[config.mk]
export PLATFORM = sky130hd
export DESIGN_NAME = ym_mix_accum
export DESIGN_NICKNAME = d
export VERILOG_FILES = /design/src/rtl/ym_mix_pkg.sv /design/src/rtl/ym_mix_side.sv /design/src/rtl/ym_mix_accum.sv
export SDC_FILE = /design/constraint.sdc
export NUM_CORES = 1
export LEC_CHECK = 0
export CORE_MARGIN = 4
export CORE_UTILIZATION = 45
export CTS_CLUSTER_DIAMETER = 120
export DETAILED_ROUTE_END_ITERATION = 16
export PLACE_DENSITY = 0.67
export RECOVER_POWER = 100
export SLEW_MARGIN = 40
export SYNTH_ARGS = -nofsm -noshare
export SYNTH_HDL_FRONTEND = slang
export SYNTH_SLANG_ARGS = --single-unit
[constraint.sdc]
create_clock -name MCLK -period 6.93 [get_ports MCLK]
set_input_delay 2.079 -clock MCLK [delete_from_list [all_inputs] [get_ports MCLK]]
set_output_delay 2.079 -clock MCLK [all_outputs]
set_load 0.02 [all_outputs]
[src/rtl/ym_mix_pkg.sv]
// Shared types and helpers for the stereo frame mixer: accumulator sizing,
// output saturation and pan bit positions.
package ym_mix_pkg;

    localparam int PAN_L = 1;
    localparam int PAN_R = 0;

    function automatic int acc_width(input int sample_w, input int channels);
        return sample_w + 2 + $clog2(channels);
    endfunction

    // Clamp a wide signed value into the two's complement range of 'width' bits.
    function automatic logic signed [63:0] sat_to(input logic signed [63:0] value,
                                                  input int width);
        logic signed [63:0] hi;
        logic signed [63:0] lo;
        hi = (64'sd1 <<< (width - 1)) - 64'sd1;
        lo = -hi - 64'sd1;
        if (value > hi) return hi;
        if (value < lo) return lo;
        return value;
    endfunction

endpackage

[src/rtl/ym_mix_side.sv]
// One output side of the mixer: pan/crossover contribution of the current
// sample plus the running frame accumulator.
module ym_mix_side #(
    parameter int SAMPLE_W = 9,
    parameter int AW       = 14
) (
    input  logic                       MCLK,
    input  logic                       IC,
    input  logic signed [SAMPLE_W-1:0] sample,
    input  logic                       en,
    input  logic                       mode_2612,
    input  logic                       clear,
    input  logic                       load,
    input  logic                       add,
    output logic signed [AW-1:0]       sum
);

    logic signed [AW-1:0] acc;
    logic signed [AW-1:0] ext;
    logic signed [AW-1:0] contrib;

    // In 2612 mode non-negative samples carry a +1 offset even on a muted side.
    always_comb begin
        ext     = AW'(sample);
        contrib = '0;
        if (mode_2612 && !sample[SAMPLE_W-1]) begin
            contrib = en ? ext + AW'(1) : AW'(1);
        end else if (en) begin
            contrib = ext;
        end
        sum = acc + contrib;
    end

    always_ff @(posedge MCLK or negedge IC) begin
        if (!IC) begin
            acc <= '0;
        end else if (clear) begin
            acc <= '0;
        end else if (load) begin
            acc <= contrib;
        end else if (add) begin
            acc <= sum;
        end
    end

endmodule

[src/rtl/ym_mix_accum.sv]
// Stereo frame mixer: sums CHANNELS time-multiplexed samples per side and
// presents one saturated, scaled stereo word per frame on a valid/ready buffer.
module ym_mix_accum
    import ym_mix_pkg::*;
#(
    parameter int CHANNELS = 6,
    parameter int SAMPLE_W = 9,
    parameter int OUT_W    = 16,
    parameter int GAIN_SH  = 0
) (
    input  logic                       MCLK,
    input  logic                       IC,
    input  logic                       sample_valid,
    input  logic signed [SAMPLE_W-1:0] sample,
    input  logic [1:0]                 pan,
    input  logic                       frame_start,
    input  logic                       mode_2612,
    output logic signed [OUT_W-1:0]    out_l,
    output logic signed [OUT_W-1:0]    out_r,
    output logic                       out_valid,
    input  logic                       out_ready,
    output logic                       overrun,
    input  logic                       overrun_clr,
    output logic                       frame_err
);

    localparam int AW = acc_width(SAMPLE_W, CHANNELS);
    localparam int CW = $clog2(CHANNELS + 1);

    logic [CW-1:0]        cnt;
    logic                 complete;
    logic                 load;
    logic                 clear;
    logic signed [AW-1:0] sum_l;
    logic signed [AW-1:0] sum_r;

    // A frame_start sample always opens a new frame, so it can never complete one.
    assign complete = sample_valid && !frame_start && (cnt == CW'(CHANNELS - 1));
    assign load     = sample_valid && frame_start;
    assign clear    = complete || (frame_start && !sample_valid);

    ym_mix_side #(.SAMPLE_W(SAMPLE_W), .AW(AW)) side_l (
        .MCLK      (MCLK),
        .IC        (IC),
        .sample    (sample),
        .en        (pan[PAN_L]),
        .mode_2612 (mode_2612),
        .clear     (clear),
        .load      (load),
        .add       (sample_valid),
        .sum       (sum_l)
    );

    ym_mix_side #(.SAMPLE_W(SAMPLE_W), .AW(AW)) side_r (
        .MCLK      (MCLK),
        .IC        (IC),
        .sample    (sample),
        .en        (pan[PAN_R]),
        .mode_2612 (mode_2612),
        .clear     (clear),
        .load      (load),
        .add       (sample_valid),
        .sum       (sum_r)
    );

    always_ff @(posedge MCLK or negedge IC) begin
        if (!IC) begin
            cnt       <= '0;
            frame_err <= 1'b0;
        end else begin
            frame_err <= frame_start && (cnt != '0);
            if (frame_start) begin
                cnt <= sample_valid ? CW'(1) : '0;
            end else if (complete) begin
                cnt <= '0;
            end else if (sample_valid) begin
                cnt <= cnt + CW'(1);
            end
        end
    end

    // A completion overwrites the buffer even if it was never consumed.
    always_ff @(posedge MCLK or negedge IC) begin
        if (!IC) begin
            out_l     <= '0;
            out_r     <= '0;
            out_valid <= 1'b0;
            overrun   <= 1'b0;
        end else begin
            if (complete) begin
                out_l     <= OUT_W'(sat_to(64'(sum_l) <<< GAIN_SH, OUT_W));
                out_r     <= OUT_W'(sat_to(64'(sum_r) <<< GAIN_SH, OUT_W));
                out_valid <= 1'b1;
            end else if (out_valid && out_ready) begin
                out_valid <= 1'b0;
            end
            if (complete && out_valid && !out_ready) begin
                overrun <= 1'b1;
            end else if (overrun_clr) begin
                overrun <= 1'b0;
            end
        end
    end

endmodule

### Word level (Yosys, flattened, before mapping)

Index checks and enable logic that the tools add are counted.

* add/sub/neg operators: 4
* multiply operators: 0
* divide/modulo/power cells: 0
* magnitude comparators: 4
* equality and inequality tests: 1
* shift-type cells: 0
* multiplexer cells: 38
* bitwise logic cells: 0
* reductions and logical operators: 19

Operators by type and width (count)
* $mux W14: 12
* $mux W16: 8
* $gt A14 B16 Y1 const B: 2
* $lt A14 B16 Y1 const B: 2
* $add A14 B14 Y14: 2
* $mux W1: 15
* $add A9 B2 Y10 const B: 1
* $logic_and A1 B1 Y1: 9
* $mux W3: 3
* $reduce_bool A3 Y1: 3
* $logic_not A1 Y1: 4
* $reduce_bool A2 Y1: 2
* $add A3 B1 Y3 const B: 1
* $eq A3 B3 Y1 const B: 1
* $logic_or A1 B1 Y1: 1

* bits in registers: 66
* latch bits: 0
* memory bits (writable): 0
* ROM bits: 0
* input bits: 18
* memories: 0

### Logic depth before layout (Yosys ltp)

* word-level depth: 11
* gate-level depth with buffers: 13
* mapped depth without buffers: 12

### Hierarchy

A second synthesis with hierarchy kept.

* cell total of the unflattened synthesis: 539
* area, all modules: 4678.2 um^2

By module, submodules not included
* ym_mix_side at side_r: times used 1, cells an instance 190, area each 1615.3 um^2, sequential area each 350.3 um^2
* ym_mix_side at side_l: times used 1, cells an instance 189, area each 1600.3 um^2, sequential area each 350.3 um^2
* ym_mix_accum: times used 1, cells an instance 160, area each 1462.7 um^2, sequential area each 900.9 um^2

### Worst setup path after synthesis

OpenSTA, ideal clock, no wires.

* kind: in2reg
* start point: input mode_2612
* end point: register side_r.acc[12]
* arrival: 4.650 ns
* data required time: 6.804 ns
* slack: 2.154 ns
* stages on the path: 13
* buffers on the path: 1
* cells stage by stage: nor2b_1 -> clkbuf_1 -> and3_1 -> nand2_1 -> xnor2_1 -> and2_1 -> ha_1 -> o21a_1 -> o31a_1 -> o311a_1 -> o41ai_2 -> xnor2_1 -> a221o_1

* longest elaborated chain between the ends: 6

Ends and longest elaborated chain
* start: declaration: RTL line ym_mix_accum.sv:17 `input logic mode_2612,`
* $logic_and A1 B1 Y1 (*): RTL line ym_mix_side.sv:26 `if (mode_2612 && !sample[SAMPLE_W-1]) begin`
* $mux W14 (*): RTL line ym_mix_side.sv:26
* $add A14 B14 Y14: RTL line ym_mix_side.sv:31 `sum = acc + contrib;`
* $mux W14: RTL line ym_mix_side.sv:41 `end else if (add) begin`
* $mux W14 (*): RTL line ym_mix_side.sv:39 `end else if (load) begin`
* $mux W14 (*): RTL line ym_mix_side.sv:37 `end else if (clear) begin`
* end signal: assignment: RTL line ym_mix_side.sv:40 `acc <= contrib;`
* end signal: assignment: RTL line ym_mix_side.sv:42 `acc <= sum;`
* end: declaration: RTL line ym_mix_side.sv:18 `logic signed [AW-1:0] acc;`

Mark *: on every way between the ends. The rest lies on a longest branch, timed or not. The select of a mux whose other input is x is not followed.
A chain may end at the register's enable or synchronous reset.

### Worst setup path after layout

* start point: input mode_2612
* end point: register out_l[15]

* longest elaborated chain between the ends: 9

Ends and longest elaborated chain
* $logic_and A1 B1 Y1 (*): RTL line ym_mix_side.sv:26
* $mux W14 (*): RTL line ym_mix_side.sv:26
* $add A14 B14 Y14 (*): RTL line ym_mix_side.sv:31
* $lt A14 B16 Y1: RTL line ym_mix_pkg.sv:20 `if (value < lo) return lo;`
* $mux W1 (2 in series): RTL line ym_mix_pkg.sv:20
* $mux W1: RTL line ym_mix_accum.sv:90 `if (complete) begin`
* $mux W16: RTL line ym_mix_pkg.sv:21 `return value;`
* $mux W16 (*): RTL line ym_mix_pkg.sv:20
* end signal: assignment: RTL line ym_mix_accum.sv:91 `out_l <= OUT_W'(sat_to(64'(sum_l) <<< GAIN_SH, OUT_W));`
* end: declaration: RTL line ym_mix_accum.sv:18 `output logic signed [OUT_W-1:0] out_l,`

Marked as above.

==> reports/results.tsv <==
stage	metric	value	unit
routing	wl_met1	4588	µm
critical_path	criticalPathCategory	input port to flop	
yosys	yosysSeqAreaShare	38.50	%
power_and_ir_drop	ir_drop	0.0001027	V
cells_and_area	final_cell_mix	62 x dfrtp_1, 55 x nand2_1, 43 x o21ai_0	
clocking	clock_sinks	62	
cells_and_area	final_util	54.42	%
critical_path	rrSetupSlack	4150	ps
clocking	cts.path.max_buffers	2	
clocking	cts_tree	built	
cells_and_area	drive_above_1_share	5.738	%
outcome	violations	capacitance limit, slew limit	
yosys	synthArstFlopShare	100.0	%
cells_and_area	num_antenna_cells	0	
yosys	synth_ff_type	dfrtp_1	
placement	gp_congestion	0.8876	
power_and_ir_drop	p_leak	2.263	nW
sta	clock_skew	7.093	ps
cells_and_area	fillers	807	
die	die_y	102.6	µm
critical_path	cp_max_fo	7	
sta	setup_tns	0	ps
placement	port_buffers	52	
yosys	synth_area_per_cell	9.222	µm²
critical_path	crit_path_start_kind	input port	
critical_path	path_delay_family	simple AND/OR/NAND/NOR gates	
flow_run	maxCapViolations	2	
sta	rsz0062_at_grt	no	
power_and_ir_drop	power.density	229.0	nW/µm²
cells_and_area	final_area	4746	µm²
sta	report.final.hold_viol_count	0	
sta	setup_viol	0	
routing	drc_errors	0	
placement	hpwl	6962	µm
routing	vias	3426	
sta	slew_viol_final	110	
clocking	path_clk_slew	70	ps
cells_and_area	layout.nets	534	
die	initial_utilization	46.21	%
worst_hold_path	hold_path.class	flop to flop	
clocking	htreeDepth	3	
grt	grt_use_total	20.04	%
die	placementRows	34	
routing	dr.max_layer_used	met4	
die	dieArea	10530	µm²
grt	antenna_found_initial	0	
routing	finalWirelength	9806	µm
clocking	post-cts-setup-buffers	0	
yosys	syn_area	4030	µm²
critical_path	arrival	5790	ps
critical_path	reg2reg_from	cnt[1]	
critical_path	path_common_cell	o21ai_0	
sta	relSlewSlack	-122.6	%
critical_path	critical_path.cell_chain	dlygate4sd3_1 -> nor2b_1 -> and3_1 -> nand2_1 -> xnor2_1 -> and2_0 -> ha_1 -> o21ai_0 -> nor3_1 -> o21ai_0 -> o41ai_1 -> xnor2_1 -> o21ai_0	
critical_path	rr_endpoint	out_r[12]	
clocking	cts_buffers	9	
grt	grt_max_degree	63	
clocking	ctsResizeCount	0	
routing	viasPerCell	5.748	
cells_and_area	syn_to_final_growth	17.76	%
sta	worstMarginPinSlew	3339	ps
grt	grt_pass1_wl	16400	µm
critical_path	crit_path_start	mode_2612	
yosys	synth_edf_count	0	
critical_path	cpMaxStageDelayCell	nor2b_1	
critical_path	ff2ff_path_depth	4	
routing	first_pass_iters	5	
sta	fin_crit	5635	ps
routing	wl_met2	4474	µm
grt	grt_overflow_total	0	
placement	dpl-instance-area	4616	µm²
critical_path	critical_path_buf_inv_count	1	
critical_path	critPathCaptureType	flop	
sta	period_share	81.32	%
clocking	hold_buffers	0	
yosys	ys_seq_elements	62	
worst_hold_path	hold_depth	2	
clocking	root_buffer	clkbuf_8	
critical_path	critPathMaxStageDelay	580	ps
cells_and_area	final_common_cell	dfrtp_1	
die	die_w	102.6	µm
clocking	clock_latency	350	ps
outcome	status	finished, violations left	
routing	drtAntennaViolNets	0	
worst_hold_path	holdPathEnd	out_r[1]	
yosys	synth.distinct_cells	53	
routing	drtIter0Drc	231	
yosys	synth_nets	487	
die	top_level_ports	53	
grt	grt_pass1_vias	3325	
routing	met3_length	537	µm
routing	wl_per_cell	16.45	µm
critical_path	required	7090	ps
sta	fmax	177.5	MHz
yosys	netlist_instances	437	
worst_hold_path	hp-start	out_r[1]	
yosys	ys_warn_count	0	
die	core_area	8721	µm²
## registers in the layout, indices dropped and copies added, names as in the netlist
name / cells
cnt: 3
frame_err: 1
out_l: 14
out_r: 14
out_valid: 1
overrun: 1
side_l.acc: 14
side_r.acc: 14
## per-layer routing
layer / track usage [%] / vias up
met4: 7.871 / 0
met1: 27.74 / 1654
li1: - / 1649
met3: 2.977 / 16
met5: 0 / -
met2: 31.63 / 107
## synthesized netlist by cell type (2+ instances only)
cell      number  share of area [%]
a211oi_1       4               0.75
nand3_1       10                1.2
and3_1         4               0.62
nor2_1        31                2.9
a31oi_1        5               0.78
nand2_1       55                5.1
a21o_1         4               0.75
nor3_1         2               0.25
buf_4          4               0.75
a22oi_1        4               0.75
xor2_1        16                3.5
mux2_2        11                3.1
a21oi_1       23                2.9
nand2b_1       6               0.93
and2_1         4               0.62
a211o_1        2               0.43
dfrtp_1       62                 38
xnor2_1       15                3.3
fa_1           2               0.99
o21ai_0       43                5.3
mux2i_1        2               0.50
o221ai_1       6                1.3
nor2b_1       15                2.3
clkbuf_1      12                1.1
o41ai_2        2               0.81
ha_1          30                9.3
inv_1         19                1.8
o21a_1         5               0.93
o211ai_1       2               0.37
a221o_1       12                3.0
nand4_1        2               0.31
o21bai_1       2               0.37
## stage by stage
stage               worst slack (ps)  total power, mW  hold slack, ps  cells
floorplan                       2154           0.6975           462.5    437
CTS                             1535            1.108           485.5    596
global placement                1294           0.8090           462.5    581
detailed placement              1173           0.8170           470.3    581
finish                          1295            1.087           473.9    596
global route                   987.4            1.156           498.7    596
## area by class of cell
| class | count | area [µm²] | share of cell area [%] |
|---|---|---|---|
| tap | 108 | 135.1 | 2.847 |
| multi-input combinational | 337 | 2290 | 48.25 |
| timing repair buffer | 55 | 530.5 | 11.18 |
| clock inverter | 1 | 5.005 | 0.1055 |
| sequential | 62 | 1551 | 32.69 |
| inverter | 19 | 71.32 | 1.503 |
| clock buffer | 14 | 162.7 | 3.427 |
## worst max-delay path by stage
stage | endpoint | slack (ps) | cells past startpoint
final | out_l[15] | 1290 | 13
after global placement | side_l.acc[11] | 1290 | 12
after detailed placement | side_r.acc[12] | 1170 | 13
after floorplan | side_r.acc[12] | 2150 | 13
after global routing | out_l[15] | 990 | 13
after CTS | side_r.acc[12] | 1540 | 13
## logic make-up after synthesis
kind of cell	Yosys count	synth area share, %
mux	14	3.850
simple gates	136	15.68
fa+ha+maj	32	10.31
buf+inv	38	4.315
compound gates	124	20.62
xor+xnor	31	6.737
flops	62	38.50
## worst min-delay path, cell delays in order, from the launching register on
cell and delay (ps):
dfrtp_1 340, nand2_1 50, o21ai_0 60
## power breakdown
group          internal, mW  leakage [nW]  total (mW)  switching (mW)
logic                 0.155          1.35       0.361           0.206
clock network         0.147        0.0865       0.287           0.139
registers             0.411         0.831       0.440          0.0284
total                 0.713          2.26        1.09           0.374
No activity file was read; power rests on OpenSTA's default activity.
